File: src/rtl/ready_4.sv
// Occupancy decoder for a circular buffer: turns write/read pointers plus the
// lap flag into a registered per-slot ready mask. Optional status outputs
// (Count/Full/Empty) are enabled by defining READY_4_STATUS_EN.
module ready_4 #(
  parameter int BufferWidth = 2,
  parameter int BufferSize  = 4
) (
  input  logic                   clk,
  input  logic                   rst_n,
  input  logic [BufferWidth-1:0] W_Addr,
  input  logic [BufferWidth-1:0] R_Addr,
  input  logic                   Round,
`ifdef READY_4_STATUS_EN
  output logic [BufferWidth:0]   Count,
  output logic                   Full,
  output logic                   Empty,
`endif
  output logic [BufferSize-1:0]  Ready
);

  // Slot indices and pointers are compared one bit wider so the top slot index
  // never wraps to zero.
  localparam int CmpWidth = BufferWidth + 1;

  logic [CmpWidth-1:0]   w_w_ext;
  logic [CmpWidth-1:0]   w_r_ext;
  logic [BufferSize-1:0] w_ge_r;
  logic [BufferSize-1:0] w_lt_w;
  logic [BufferSize-1:0] w_ready_nxt;
  logic [BufferSize-1:0] r_ready;

  assign w_w_ext = {1'b0, W_Addr};
  assign w_r_ext = {1'b0, R_Addr};

  for (genvar i = 0; i < BufferSize; i++) begin : g_slot
    localparam logic [CmpWidth-1:0] SlotIdx = CmpWidth'(i);
    assign w_ge_r[i] = (SlotIdx >= w_r_ext);
    assign w_lt_w[i] = (SlotIdx <  w_w_ext);
  end

  // Same lap: occupied slots lie between the pointers. Wrapped lap: the union
  // of R_Addr..top and 0..W_Addr-1.
  assign w_ready_nxt = Round ? (w_ge_r | w_lt_w) : (w_ge_r & w_lt_w);

  // NOTE: sequential state uses non-blocking assignments so every register
  // samples the same pre-edge snapshot of its inputs.
  always_ff @(posedge clk or negedge rst_n) begin
    if (!rst_n) begin
      r_ready <= '0;
    end else begin
      r_ready <= w_ready_nxt;
    end
  end

  assign Ready = r_ready;

`ifdef READY_4_STATUS_EN
  logic [CmpWidth-1:0] w_count_nxt;
  logic [CmpWidth-1:0] r_count;
  logic                r_full;
  logic                r_empty;

  // NOTE: the accumulator gets its default before the loop, so no latch is
  // inferred for it.
  always_comb begin
    w_count_nxt = '0;
    for (int i = 0; i < BufferSize; i++) begin
      w_count_nxt = w_count_nxt + CmpWidth'(w_ready_nxt[i]);
    end
  end

  always_ff @(posedge clk or negedge rst_n) begin
    if (!rst_n) begin
      r_count <= '0;
      r_full  <= 1'b0;
      r_empty <= 1'b1;
    end else begin
      r_count <= w_count_nxt;
      r_full  <= (w_count_nxt == CmpWidth'(BufferSize));
      r_empty <= (w_count_nxt == '0);
    end
  end

  assign Count = r_count;
  assign Full  = r_full;
  assign Empty = r_empty;
`endif

endmodule

File: config.mk
export PLATFORM = sky130hd
export DESIGN_NAME = ready_4
export DESIGN_NICKNAME = d
export VERILOG_FILES = /design/src/rtl/ready_4.sv
export SDC_FILE = /design/constraint.sdc
export NUM_CORES = 1
export LEC_CHECK = 0
export ABC_AREA = 1
export CORE_AREA = 2 2 39 41
export CTS_BUF_LIST = sky130_fd_sc_hd__clkbuf_16
export DETAILED_ROUTE_END_ITERATION = 8
export DIE_AREA = 0 0 41 43
export PLACE_DENSITY = 0.34
export RECOVER_POWER = 25
export SYNTH_ARGS = -nofsm -noshare
export SYNTH_HDL_FRONTEND = slang
export SYNTH_SLANG_ARGS = --single-unit
File: constraint.sdc
create_clock -name clk -period 0.8 [get_ports clk]
set_input_delay 0.08 -clock clk [delete_from_list [all_inputs] [get_ports clk]]
set_output_delay 0.08 -clock clk [all_outputs]
set_load 0.05 [all_outputs]
==> flow_summary.json <==
{
  "drv_cap": 0,
  "dr.pass1.iters": 3,
  "wl_per_cell_um": 7.78,
  "worst_ep_arrival_time_ns": 0.76,
  "synthMostInstantiatedCell": "nand2_1",
  "die_area_um2": 1760,
  "dpl_cell_area_um2": 327,
  "cts_tree": "done",
  "final.period_utilization": 1.05,
  "critPathMaxStageDelay_ns": 0.38,
  "crit_path_max_fanout": 1,
  "core-area_um2": 1380,
  "synth_top_area_frac": 0.602,
  "cp-start-kind": "flop",
  "ys_types": 7,
  "remaining_drc_errors": 0,
  "diodes": 0,
  "grt_usage": 0.0604,
  "drt-initial-drc-count": 2,
  "ir_drop_uv": 656,
  "nets": 42,
  "power.density_nw_per_um2": 2960,
  "cts_made_buffers": 3,
  "finalWeightedCongestion": 0.646,
  "yosysTopAreaCell": "dfrtp_1",
  "synthTopCellsByCount": "7 x nand2_1, 4 x dfrtp_1, 3 x nor2_1, 2 x a21oi_1, 2 x inv_1",
  "fin_ws_ns": -0.0393,
  "hold_ws_ns": 0.0615,
  "critPathSlowestCell": "dfrtp_1",
  "final_area_um2": 398,
  "grt_pass1_vias": 151,
  "hold_depth": 1,
  "total_power_uw": 1180,
  "htree_levels": 1,
  "netlist_area_um2": 166,
  "syn_avg_cell_area_um2": 8.32,
  "grt_pass1_wl_um": 607,
  "worst_pin_slew_ns": 0.209,
  "ys.flop_type": "dfrtp_1",
  "cp_data_required_time_ns": 0.72,
  "vias": 165,
  "period_minus_slack_ns": 0.839,
  "port_buffers": 10,
  "grt_max_degree": 6,
  "hold_path.class": "in2reg",
  "synth_cells": 20,
  "netlist_top_cells_area": "dfrtp_1 60%, nand2_1 16%, nor2_1 6.8%",
  "die_h_um": 43,
  "io-pin-count": 11,
  "initial_utilization": 0.120,
  "relSlewSlack": 0.861,
  "rsz0062_at_grt": "true",
  "seq_area_um2": 100,
  "gr-total-overflow": 0,
  "hp-start": "Round",
  "max_freq_mhz": 1190,
  "path_cells": "buf_12",
  "multi_input_area_um2": 58.8,
  "min_to": "Ready[3]",
  "postCtsHoldBufs": 0,
  "critPathBufInv": 1,
  "ant_nets": 0,
  "setup_viol": 4,
  "die_x_um": 41,
  "drive_above_1_share": 0.212,
  "cts_buffer_depth": 2,
  "root_buffer": "clkbuf_16",
  "syn_to_final_growth_pct": 139,
  "path_clk_slew_ns": 0.03,
  "crit_family": "flip-flops",
  "largest_register_ffs": 4,
  "report.final.slew_viol_count": 0,
  "n_fill_cell": 138,
  "p_leak_uw": 0.000192,
  "final-hold-violation-count": 0,
  "syn_nets": 27,
  "clock_sinks": 4,
  "antenna_found_initial": 0,
  "wl_um": 381,
  "status": "complete, but fails checks",
  "ys_seq_elements": 4,
  "postCtsSetupRepairBufs": 0,
  "vias_per_cell": 3.37,
  "ys_seq_area_frac": 0.602,
  "hpwlAfterDp_um": 302,
  "path_class": "reg2out",
  "synthArstFlopShare": 1.00,
  "rows": 14,
  "synth_edf_count": 0,
  "yosys_warnings": 0,
  "cp-end-kind": "output pin",
  "violations": "setup timing"
}
stage by stage:
| step | utilization | instances | worst slack [ns] | TNS, ns |
|---|---|---|---|---|
| floorplan | - | 20 | 0.134 | 0 |
| global placement | 0.236 | 46 | -0.172 | -0.421 |
| finish | 0.288 | 49 | -0.0393 | -0.149 |
| CTS | 0.290 | 49 | -0.0478 | -0.176 |
| detailed placement | 0.236 | 46 | -0.178 | -0.453 |
| global route | 0.288 | 49 | -0.0557 | -0.216 |
where the power goes:
| group | switching (µW) | total, µW | internal, µW |
|---|---|---|---|
| Combinational | 90.8 | 182 | 90.9 |
| Sequential | 12.5 | 232 | 220 |
| Clock | 125 | 762 | 637 |
area by class of cell:
| class | instances | area share |
|---|---|---|
| multi-input combinational | 14 | 0.148 |
| clock buffer | 3 | 0.189 |
| timing repair buffer | 10 | 0.343 |
| sequential | 4 | 0.252 |
| tap | 16 | 0.0503 |
| inverter | 2 | 0.0189 |
routing by layer:
layer / share of wire / wire (µm) / track usage
met1: 0.47 / 178 / 0.0617
met2: 0.40 / 152 / 0.0625
met3: 0.13 / 51 / 0.0471
met4: 0 / 0 / 0.0800
met5: 0 / 0 / 0
how the worst max path moves through the flow:
stage,start,to,slack (ns),cells past startpoint
after floorplan,Ready[0],Ready[0],0.13,0
final,Ready[0],Ready[0],-0.04,1
after detailed placement,W_Addr[1],Ready[0],-0.18,4
after global routing,Ready[3],Ready[3],-0.06,1
after CTS,Ready[0],Ready[0],-0.05,1
after global placement,W_Addr[1],Ready[0],-0.17,4
timing repair:
| action | in CTS | in global routing |
|---|---|---|
| gates resized for setup | 0 | 2 |
| setup endpoints to repair | 4 | 5 |
| endpoints found under the hold margin | 0 | 0 |
logic make-up (layout without fill, tap and decap cells):
| group | Yosys count | after routing | synth area share |
|---|---|---|---|
| simple gates | 11 | 11 | 0.263 |
| flops | 4 | 4 | 0.602 |
| compound gates | 3 | 3 | 0.0902 |
| buf+inv | 2 | 15 | 0.0451 |
cell usage in the layout (no fill, tap or decap):
master | synthesis | final
inv_1 | 2 | 2
nor2_1 | 3 | 3
dfrtp_1 | 4 | 4
or2_0 | 1 | 1
nand2_1 | 7 | 7
o21ai_0 | 1 | 1
clkbuf_1 | 0 | 1
dlygate4sd3_1 | 0 | 1
buf_12 | 0 | 4
clkbuf_16 | 0 | 3
clkdlybuf4s50_1 | 0 | 3
a21oi_1 | 2 | 2
dlymetal6s2s_1 | 0 | 1
Power figures use the tool's default switching activity.
